## src/rtl/sort_result_serializer.sv

```systemverilog
// Streams a captured sorted vector one element per accepted beat over a valid/ready port.
// Optional adjacent-element order checker enabled by macro SORT_SER_ORDER_CHECK_EN.
module sort_result_serializer #(
    parameter int unsigned LOG_INPUT  = 4,
    parameter int unsigned DATA_WIDTH = 8,
    parameter int unsigned SIGNED     = 0,
    parameter int unsigned ASCENDING  = 1
) (
    input  logic                                 clk,
    input  logic                                 rst,
    input  logic                                 x_valid,
    input  logic [DATA_WIDTH*(2**LOG_INPUT)-1:0] x,
    output logic [DATA_WIDTH-1:0]                m_data,
    output logic                                 m_valid,
    input  logic                                 m_ready,
    output logic                                 m_last,
    output logic [LOG_INPUT-1:0]                 m_index,
    output logic                                 busy,
    output logic                                 overflow,
    output logic                                 order_err
);

    localparam int unsigned N     = 2 ** LOG_INPUT;
    localparam int unsigned VEC_W = DATA_WIDTH * N;

    localparam logic [0:0] IDLE   = 1'b0;
    localparam logic [0:0] STREAM = 1'b1;

    localparam logic [LOG_INPUT-1:0] LAST_IDX = LOG_INPUT'(N - 1);

    logic [0:0]            state_q,    state_d;
    logic [VEC_W-1:0]      hold_q,     hold_d;
    logic [LOG_INPUT-1:0]  idx_q,      idx_d;
    logic                  overflow_q, overflow_d;
    logic [DATA_WIDTH-1:0] m_data_q,   m_data_d;
    logic                  m_valid_q,  m_valid_d;
    logic                  m_last_q,   m_last_d;
    logic                  busy_q,     busy_d;

    logic xfer_c;
    logic xfer_last_c;

    assign xfer_c      = (state_q == STREAM) && m_ready;
    assign xfer_last_c = xfer_c && (idx_q == LAST_IDX);

    // Next-state, holding register, index and overflow tracking
    always_comb begin
        state_d    = state_q;
        hold_d     = hold_q;
        idx_d      = idx_q;
        overflow_d = overflow_q;

        case (state_q)
            IDLE: begin
                if (x_valid) begin
                    hold_d  = x;
                    idx_d   = '0;
                    state_d = STREAM;
                end
            end
            STREAM: begin
                if (xfer_last_c) begin
                    idx_d = '0;
                    if (x_valid) begin
                        // Refill on the last beat so the stream continues without a bubble
                        hold_d = x;
                    end else begin
                        state_d = IDLE;
                    end
                end else begin
                    if (xfer_c) begin
                        idx_d = idx_q + LOG_INPUT'(1);
                    end
                    if (x_valid) begin
                        overflow_d = 1'b1;
                    end
                end
            end
            default: begin
                state_d = IDLE;
                idx_d   = '0;
            end
        endcase
    end

    // Output registers derived from the next state so outputs change with the state
    always_comb begin
        m_valid_d = (state_d == STREAM);
        busy_d    = (state_d == STREAM);
        m_last_d  = 1'b0;
        m_data_d  = '0;
        if (state_d == STREAM) begin
            m_last_d = (idx_d == LAST_IDX);
            m_data_d = hold_d[DATA_WIDTH * 32'(idx_d) +: DATA_WIDTH];
        end
    end

    always_ff @(posedge clk or posedge rst) begin
        if (rst) begin
            state_q    <= IDLE;
            hold_q     <= '0;
            idx_q      <= '0;
            overflow_q <= 1'b0;
            m_data_q   <= '0;
            m_valid_q  <= 1'b0;
            m_last_q   <= 1'b0;
            busy_q     <= 1'b0;
        end else begin
            state_q    <= state_d;
            hold_q     <= hold_d;
            idx_q      <= idx_d;
            overflow_q <= overflow_d;
            m_data_q   <= m_data_d;
            m_valid_q  <= m_valid_d;
            m_last_q   <= m_last_d;
            busy_q     <= busy_d;
        end
    end

    assign m_data   = m_data_q;
    assign m_valid  = m_valid_q;
    assign m_last   = m_last_q;
    assign m_index  = idx_q;
    assign busy     = busy_q;
    assign overflow = overflow_q;

`ifdef SORT_SER_ORDER_CHECK_EN
    logic [DATA_WIDTH-1:0] prev_q,      prev_d;
    logic                  order_err_q, order_err_d;
    logic                  lt_c;
    logic                  gt_c;
    logic                  viol_c;

    always_comb begin
        if (SIGNED != 0) begin
            lt_c = $signed(m_data_q) < $signed(prev_q);
            gt_c = $signed(m_data_q) > $signed(prev_q);
        end else begin
            lt_c = m_data_q < prev_q;
            gt_c = m_data_q > prev_q;
        end
        viol_c = (ASCENDING != 0) ? lt_c : gt_c;
    end

    // Compare each non-first beat of a vector against the previously accepted beat
    always_comb begin
        prev_d      = prev_q;
        order_err_d = order_err_q;
        if (xfer_c) begin
            prev_d = m_data_q;
            if ((idx_q != '0) && viol_c) begin
                order_err_d = 1'b1;
            end
        end
    end

    always_ff @(posedge clk or posedge rst) begin
        if (rst) begin
            prev_q      <= '0;
            order_err_q <= 1'b0;
        end else begin
            prev_q      <= prev_d;
            order_err_q <= order_err_d;
        end
    end

    assign order_err = order_err_q;
`else
    logic unused_cfg;
    assign unused_cfg = ^{SIGNED[0], ASCENDING[0]};
    assign order_err  = 1'b0;
`endif

endmodule
```

## config.mk

```make
export PLATFORM = sky130hd
export DESIGN_NAME = sort_result_serializer
export DESIGN_NICKNAME = d
export VERILOG_FILES = /design/src/rtl/sort_result_serializer.sv
export SDC_FILE = /design/constraint.sdc
export NUM_CORES = 1
export LEC_CHECK = 0
export BUFFER_PORTS_ARGS = -buffer_cell sky130_fd_sc_hd__buf_2
export CAP_MARGIN = 20
export CORE_MARGIN = 2
export CORE_UTILIZATION = 54
export DETAILED_ROUTE_END_ITERATION = 16
export PLACE_DENSITY_LB_ADDON = 0.3
export RECOVER_POWER = 50
export SYNTH_ARGS = -nofsm -noshare
export SYNTH_HDL_FRONTEND = slang
export SYNTH_SLANG_ARGS = --single-unit
```

## constraint.sdc

```tcl
create_clock -name clk -period 5.45 [get_ports clk]
set_clock_uncertainty 0.05 [all_clocks]
set_input_delay 1.09 -clock clk [delete_from_list [all_inputs] [get_ports clk]]
set_output_delay 1.09 -clock clk [all_outputs]
set_load 0.005 [all_outputs]
```

==> results.json, run 1 <==
{
  "routed_wl_mm": 17.9,
  "synthFlopType": "dfrtp_1",
  "htreeDepth": 4,
  "io_buffers": 147,
  "gp_congestion": 0.880,
  "worstSetupPathType": "in2reg",
  "utilization_pct": 66.9,
  "grt_usage_pct": 27.6,
  "vdd_drop_max_uv": 298,
  "post_synth.cell_area_avg_um2": 9.41,
  "drt-wirelength-per-cell_um": 17.5,
  "antenna_found_initial": 0,
  "diodes": 0,
  "setup_slack_ns": 1.82,
  "p_int_mw": 3.04,
  "die_h_um": 116,
  "layout_commonest_cell": "nand2_1",
  "worstHoldStart": "hold_q[73]",
  "drc_errors": 0,
  "antenna_left": 0,
  "multiInputGateArea_um2": 2860,
  "critPathRequiredTime_ns": 5.73,
  "muxShareOfSynthArea_pct": 9.53,
  "root_buffer": "clkbuf_16",
  "first_pass_iters": 6,
  "cts_tree": "done",
  "max-slew-margin-rel_pct": 34.8,
  "synthAdderAreaFrac_pct": 0.186,
  "overflow": 0,
  "num_vias": 5785,
  "rows": 40,
  "syn-instance-count": 714,
  "fill_cells": 967,
  "start_util_pct": 55.7,
  "area_delta_synth_final_pct": 20.0,
  "ys_seq_elements": 143,
  "drv_cap": 0,
  "drive_above_1_share_pct": 26.6,
  "slew_violations": 0,
  "top_level_ports": 149,
  "cts_setup_buffers": 0,
  "period_share_pct": 66.6,
  "critPathLaunch": "m_ready",
  "max_stage_delay_ns": 0.76,
  "slowest_stage": "clkbuf_1",
  "synth_cell_types": 63,
  "syn_nets": 847,
  "fin_setup_tns_ns": 0,
  "dp_worst_setup_slack_ns": 1.66,
  "period_needed_ns": 3.63,
  "synth_edf_count": 0,
  "worstPathCellList": "clkbuf_1 > nand2_1 > a221oi_2 > clkbuf_1 > inv_2 > nor2_1 > a32oi_1 > a31o_1 > a211oi_2",
  "p_leak_nw": 4.12,
  "synth.top_cells.by_area": "dfrtp_1, nand2_1, mux2_2, mux2i_1, buf_2",
  "crit_path_start_kind": "input pin",
  "finalNonFillerCells": 1020,
  "comb_power_share_pct": 35.4,
  "p_clk_share_pct": 25.2,
  "final_area_um2": 8070,
  "status": "finished, final reports clean",
  "numCtsBuffers": 17,
  "dp_hpwl_mm": 11.9,
  "synth_compound_area_share_pct": 11.1,
  "synthArstFlopShare_pct": 100,
  "crit_arrival_ns": 3.91,
  "grt_max_degree": 96,
  "seqPwrFrac_pct": 39.3,
  "drtIter0Drc": 568,
  "synth_top_family_by_area": "simple AND/OR/NAND/NOR gates",
  "rr_worst_depth": 9,
  "rsz0062_at_grt": "no",
  "cts_resized": 0,
  "p_sw_share_pct": 35.1,
  "chipWidth_um": 116,
  "place_inst": 988,
  "cts.sinks": 143,
  "p_switching_mw": 1.64,
  "holdWs_ns": 0.411,
  "regToRegEndpoint": "m_data[6]",
  "cpLargestDelayFamily": "buffers and inverters",
  "setup_viol": 0,
  "total_power_mw": 4.68,
  "ff2ff_setup_slack_ns": 1.99,
  "synth-simple-area-share_pct": 21.4,
  "ys_warn_count": 0,
  "grt_pass1_vias": 5499,
  "hold_path_class": "reg2reg",
  "worst_pin_slew_ns": 0.979,
  "hold_depth": 2,
  "hold_viol": 0,
  "path_max_fanout": 17,
  "power_density_nw_per_um2": 581,
  "dieArea_um2": 13400,
  "seq_area_um2": 3580,
  "synth_top_cell_by_area": "dfrtp_1",
  "final_nets": 972,
  "synth_xor_xnor_area_share_pct": 0,
  "clk_path_buf_depth": 2,
  "fmax_ghz": 0.276,
  "reg2reg_from": "m_index[0]",
  "clock_latency_ns": 0.42,
  "grt_pass1_wl_mm": 27.7,
  "worst-path-buf-inv": 3,
  "hold_end": "hold_q[73]",
  "clkTransAtPathRegs_ns": 0.06,
  "crit_top_cell": "clkbuf_1",
  "synth_top_area_share_pct": 53.2,
  "placed_cell_area_um2": 7470,
  "endpoint_kind": "flop",
  "cts_hold_buf": 0,
  "core_area_um2": 12100,
  "yosysSeqAreaShare_pct": 53.2,
  "final_cell_mix": "nand2_1, dfrtp_1, buf_2, mux2_2",
  "synth.cell_area_um2": 6720,
  "vias_per_cell": 5.67
}
[layer usage]
metal	track usage, %	part of all wire [%]	up-vias
met5	0	0	-
met4	10.2	2.7	0
met3	8.05	8.1	39
met2	43.9	49	286
met1	36.1	40	2815
li1	-	-	2645
[power by group through the flow]
stage                     combinational (mW)  sequential (mW)  clock, mW
after floorplan                         1.24             1.76          0
after global placement                  1.57             1.83          0
after detailed placement                1.63             1.85          0
after CTS                               1.66             1.84       1.19
after global routing                    1.83             1.89       1.24
final                                   1.66             1.84       1.18
[state kept, by name, summed over array words and instances, names as in the netlist]
signal / count
busy: 1
m_data: 8
m_last: 1
overflow: 1
m_index: 4
hold_q: 128
[tightest hold or removal path, cell delays in order, from the launching register on]
cell     delay [ns]
dfrtp_1        0.33
nand2_1        0.05
nand2_1        0.05
[worst max-delay path by stage]
stage,slack [ns],depth (start not counted),end
2_1_floorplan,0.47,1,busy
3_3_place_gp,1.76,9,m_data[6]
3_5_place_dp,1.66,9,m_data[6]
4_1_cts,2.10,9,m_data[6]
5_1_grt,1.64,9,m_data[6]
6_report,1.82,9,m_data[6]
[synthesized netlist by cell type (2+ instances only)]
cell / count
and2_1: 4
a31oi_1: 8
nor3_1: 2
nand3b_1: 4
mux2_1: 5
clkbuf_1: 13
a32oi_1: 4
o311a_1: 2
nor2_1: 17
o22ai_1: 6
and3_1: 9
or2_2: 2
buf_4: 9
dfrtp_1: 143
mux4_2: 2
nand4_1: 3
mux2i_1: 13
o21ai_1: 2
o21ai_0: 16
a21oi_1: 15
o211a_1: 2
a22oi_1: 3
nand2_1: 302
a311o_1: 4
nand3_1: 3
a32o_1: 2
buf_6: 5
a21o_1: 3
a211o_1: 3
inv_2: 2
o211ai_1: 7
nand2b_1: 2
a21boi_0: 3
a311oi_1: 2
buf_1: 2
mux2_2: 35
inv_1: 3
a211oi_1: 6
buf_2: 19
a221oi_1: 4
[kinds of logic after synthesis]
group,Yosys count
simple gates,356
flops,143
compound gates,103
mux,56
buf+inv,54
fa+ha+maj,1
other cells,1
[area by class of cell]
class	instances	area share (%)
inverters	6	0.372
multi-input cells	517	35.4
clock buffers	21	5.83
well taps	168	2.61
clock inverters	11	1.71
flip-flops and latches	143	44.4
repair buffers	154	9.71
Note: power is estimated with default switching activity, not from simulation.
==> inputs of run 2 (changes only) <==
- CORE_UTILIZATION: 54 -> 49
- clock period: 5.45 -> 3.2 ns (I/O delays scaled with it)
==> results.json, run 2 (same netlist as run 1, synthesis figures left out) <==
{
  "io_buffers": 147,
  "dp_hpwl_mm": 12.9,
  "critPathRequiredTime_ns": 3.51,
  "vdd_drop_max_uv": 436,
  "cts_resized": 0,
  "num_vias": 5647,
  "busiest_layer": "met2",
  "hold_viol": 0,
  "status": "finished, violations left",
  "path_max_fanout": 56,
  "clk_path_buf_depth": 2,
  "final_cell_mix": "nand2_1, buf_2, dfrtp_1, mux2_2",
  "drive_above_1_share_pct": 27.9,
  "cpLargestDelayFamily": "compound AO/OA/AOI/OAI gates",
  "power_density_nw_per_um2": 965,
  "final_nets": 981,
  "violations": "max-capacitance violations, max-slew violations",
  "use_met3_pct": 6.16,
  "numCtsBuffers": 17,
  "worstPathCellList": "ha_1 > nand4_1 > a21bo_4 > buf_4 > a21oi_1 > a211oi_1 > o32a_1",
  "slowest_stage": "a21bo_4",
  "holdWs_ns": 0.357,
  "layout_commonest_cell": "nand2_1",
  "grt_usage_pct": 26.0,
  "worstSetupPathType": "reg2reg",
  "cts_tree": "done",
  "drc_errors": 0,
  "met2_usage_pct": 41.5,
  "max-slew-margin-rel_pct": -3.73,
  "start_util_pct": 50.5,
  "clock_latency_ns": 0.42,
  "rows": 42,
  "gp_congestion": 0.859,
  "drv_cap": 1,
  "top_register": "hold_q",
  "dieArea_um2": 14700,
  "period_share_pct": 93.9,
  "crit_arrival_ns": 3.31,
  "area_delta_synth_final_pct": 20.2,
  "routed_wl_mm": 18.2,
  "drt-wirelength-per-cell_um": 17.6,
  "hold_path_class": "in2reg",
  "antenna_found_initial": 0,
  "diodes": 0,
  "grt_max_degree": 70,
  "grt_pass1_wl_mm": 29.0,
  "vias_per_cell": 5.47,
  "chipWidth_um": 121,
  "use_met1_pct": 33.7,
  "worst-path-buf-inv": 1,
  "place_inst": 1005,
  "first_pass_iters": 5,
  "max_stage_delay_ns": 0.61,
  "utilization_pct": 60.7,
  "grt_pass1_vias": 5696,
  "setup_viol": 0,
  "top_level_ports": 149,
  "antenna_left": 0,
  "fin_setup_tns_ns": 0,
  "root_buffer": "clkbuf_16",
  "rsz0062_at_grt": "no",
  "largest_register_ffs": 128,
  "worst_pin_slew_ns": 1.55,
  "endpoint_kind": "flop",
  "slew_violations": 35,
  "cts_hold_buf": 0,
  "htreeDepth": 4,
  "overflow": 0,
  "period_needed_ns": 3.01,
  "drtIter0Drc": 523,
  "p_leak_nw": 4.15,
  "cts.sinks": 143,
  "cts_setup_buffers": 0,
  "clkTransAtPathRegs_ns": 0.05,
  "die_h_um": 121,
  "core_area_um2": 13300,
  "finalNonFillerCells": 1033,
  "fmax_ghz": 0.333,
  "crit_path_start_kind": "flop"
}
run 2: cell type report:
class	instances	area, µm²
inverter	6	26.3
clock buffer	20	457
timing repair buffer	163	870
clock inverter	8	68.8
fill	1136	5220
multi-input combinational	517	2860
tap	176	220
sequential	143	3580
run 2: path summary, 6_finish.rpt:
kind	start	endpoint	slack, ns	depth (start not counted)
max in group asynchronous	rst	hold_q[3]	0.76	3
min in group asynchronous	rst	hold_q[97]	0.53	2
worst max-delay path	m_index[0]	m_data[3]	0.19	7
worst min-delay path	x[56]	hold_q[56]	0.36	3
worst min register to register	hold_q[45]	hold_q[45]	0.41	2
worst max register to register	m_index[0]	m_data[3]	0.19	7
run 2: power by group:
group	leakage (nW)	internal (mW)	switching (mW)
Sequential	1.77	2.71	0.398
Clock	0.267	1.08	0.710
Combinational	2.11	1.24	1.65
Total	4.15	5.03	2.76
run 2: layer usage:
layer | routed length, µm | vias to the layer above
met2 | 8730 | 206
met5 | 0 | -
met3 | 1330 | 45
met4 | 597 | 0
met1 | 7560 | 2725
li1 | - | 2671
run 2: tightest hold or removal path, stage by stage:
cell	delay [ns]
buf_2	0.07
nand2_1	0.04
nand2_1	0.04
run 2: per-stage QoR:
step	setup WS [ns]	instance area (µm²)	power, mW
after global routing	0.0137	8080	8.32
after global placement	0.319	7590	5.85
final	0.195	8080	7.79
after floorplan	0.703	6720	5.11
after detailed placement	0.275	7590	5.99
after CTS	0.277	8110	7.80
==> inputs of run 3 (changes only) <==
- CORE_UTILIZATION: 49 -> 54
- clock period: 3.2 -> 2.84 ns (I/O delays scaled with it)
==> results.json, run 3 (same netlist as run 1, synthesis figures left out) <==
{
  "busiest_layer": "met2",
  "drtIter0Drc": 511,
  "max-slew-margin-rel_pct": -31.8,
  "largest_register_ffs": 128,
  "chipWidth_um": 116,
  "fill_cells": 923,
  "final_nets": 991,
  "clk_path_buf_depth": 2,
  "violations": "max-capacitance violations, max-slew violations",
  "cts_hold_buf": 0,
  "grt_max_degree": 82,
  "worstSetupPathType": "reg2reg",
  "finalNonFillerCells": 1039,
  "place_inst": 1007,
  "dp_hpwl_mm": 12.8,
  "drive_above_1_share_pct": 29.0,
  "first_pass_iters": 5,
  "overflow": 0,
  "p_sw_share_pct": 34.8,
  "numCtsBuffers": 17,
  "seqPwrFrac_pct": 38.0,
  "clock_latency_ns": 0.42,
  "grt_pass1_wl_mm": 28.8,
  "p_leak_nw": 4.26,
  "final_cell_mix": "nand2_1, dfrtp_1, buf_2, mux2_2, buf_4",
  "start_util_pct": 55.7,
  "hold_viol": 0,
  "crit_path_start_kind": "flop",
  "use_met1_pct": 36.8,
  "top_register": "hold_q",
  "cts_tree": "done",
  "diodes": 0,
  "period_share_pct": 95.5,
  "rows": 40,
  "power_density_nw_per_um2": 1120,
  "gp_congestion": 0.913,
  "layout_commonest_cell": "nand2_1",
  "grt_usage_pct": 28.7,
  "p_int_mw": 6.06,
  "period_needed_ns": 2.71,
  "crit_arrival_ns": 3.00,
  "critPathRequiredTime_ns": 3.12,
  "fmax_ghz": 0.369,
  "utilization_pct": 68.8,
  "status": "finished, violations left",
  "antenna_left": 0,
  "use_met3_pct": 6.90,
  "vdd_drop_max_uv": 555,
  "fin_setup_tns_ns": 0,
  "worst_pin_slew_ns": 1.98,
  "drv_cap": 2,
  "slew_violations": 145,
  "p_clk_share_pct": 25.7,
  "htreeDepth": 4,
  "path_max_fanout": 40,
  "final_area_um2": 8300,
  "comb_power_share_pct": 36.4,
  "area_delta_synth_final_pct": 23.6,
  "dieArea_um2": 13400,
  "setup_viol": 0,
  "vias_per_cell": 5.64,
  "rsz0062_at_grt": "no",
  "die_h_um": 116,
  "antenna_found_initial": 0,
  "routed_wl_mm": 18.5,
  "grt_pass1_vias": 5761,
  "clkTransAtPathRegs_ns": 0.06,
  "root_buffer": "clkbuf_16",
  "total_power_mw": 9.29,
  "p_switching_mw": 3.23,
  "drt-wirelength-per-cell_um": 17.8,
  "hold_path_class": "in2reg",
  "endpoint_kind": "flop",
  "cts.sinks": 143,
  "cts_setup_buffers": 0,
  "num_vias": 5858,
  "drc_errors": 0,
  "core_area_um2": 12100,
  "placed_cell_area_um2": 7690,
  "io_buffers": 147,
  "top_level_ports": 149,
  "met2_usage_pct": 45.6
}
==> run 3: changes by cell type in the layout (fill, tap and decap cells not counted), sizes merged <==
cell | before | now
inv | 5 | 6
bufinv | 1 | 3
clkbuf | 25 | 31
buf | 158 | 166
clkinv | 7 | 2
clkinvlp | 1 | 3
==> run 3: metal layers <==
layer / up-vias / wire length [µm]
li1: 2688 / -
met1: 2830 / 7390
met2: 283 / 8810
met3: 57 / 1520
met4: 0 / 751
met5: - / 0
==> run 3: worst paths after layout <==
kind | startpoint | to | slack, ns | cells after the start
max in group asynchronous | rst | hold_q[68] | 0.74 | 3
setup reg to reg | m_index[0] | m_data[0] | 0.13 | 10
hold / removal | x[78] | hold_q[78] | 0.28 | 3
min in group asynchronous | rst | overflow | 0.65 | 3
setup / recovery | m_index[0] | m_data[0] | 0.13 | 10
hold reg to reg | hold_q[45] | hold_q[45] | 0.41 | 2
==> run 3: per-stage QoR <==
step                hold slack, ns  worst slack (ns)
CTS                          0.215            0.0532
detailed placement           0.400            0.0297
floorplan                    0.377             0.343
global placement             0.392             0.177
global route                 0.286            0.0457
finish                       0.282             0.127
==> run 3: area by class of cell <==
class                   count  area (µm²)  area share, %
flip-flops and latches    143        3580           43.1
multi-input cells         517        2860           34.5
repair buffers            173         980           11.8
clock buffers              24         522           6.28
well taps                 168         210           2.53
clock inverters             8         124           1.49
inverters                   6        28.8          0.347
==> run 3: timing repair <==
item | in CTS | in global routing
gates resized for setup | 1 | 2
cloned | 0 | 0
endpoints found under the setup margin | 1 | 1
==> run 3: worst max-delay path: stages (launching register included) <==
cell      delay, ns
dfrtp_1        0.39
ha_1           0.25
nand4_1        0.17
clkbuf_1       0.19
a21bo_4        0.50
buf_12         0.22
nand4_1        0.20
a21boi_0       0.20
o22ai_1        0.14
o22ai_1        0.09
a31oi_1        0.18
==> run 3: power by group through the flow <==
| stage | combinational [mW] | sequential, mW | clock (mW) |
|---|---|---|---|
| after floorplan | 2.38 | 3.38 | 0 |
| after global placement | 3.17 | 3.50 | 0 |
| after detailed placement | 3.28 | 3.54 | 0 |
| after CTS | 3.35 | 3.52 | 2.40 |
| after global routing | 3.72 | 3.61 | 2.49 |
| final | 3.38 | 3.53 | 2.38 |
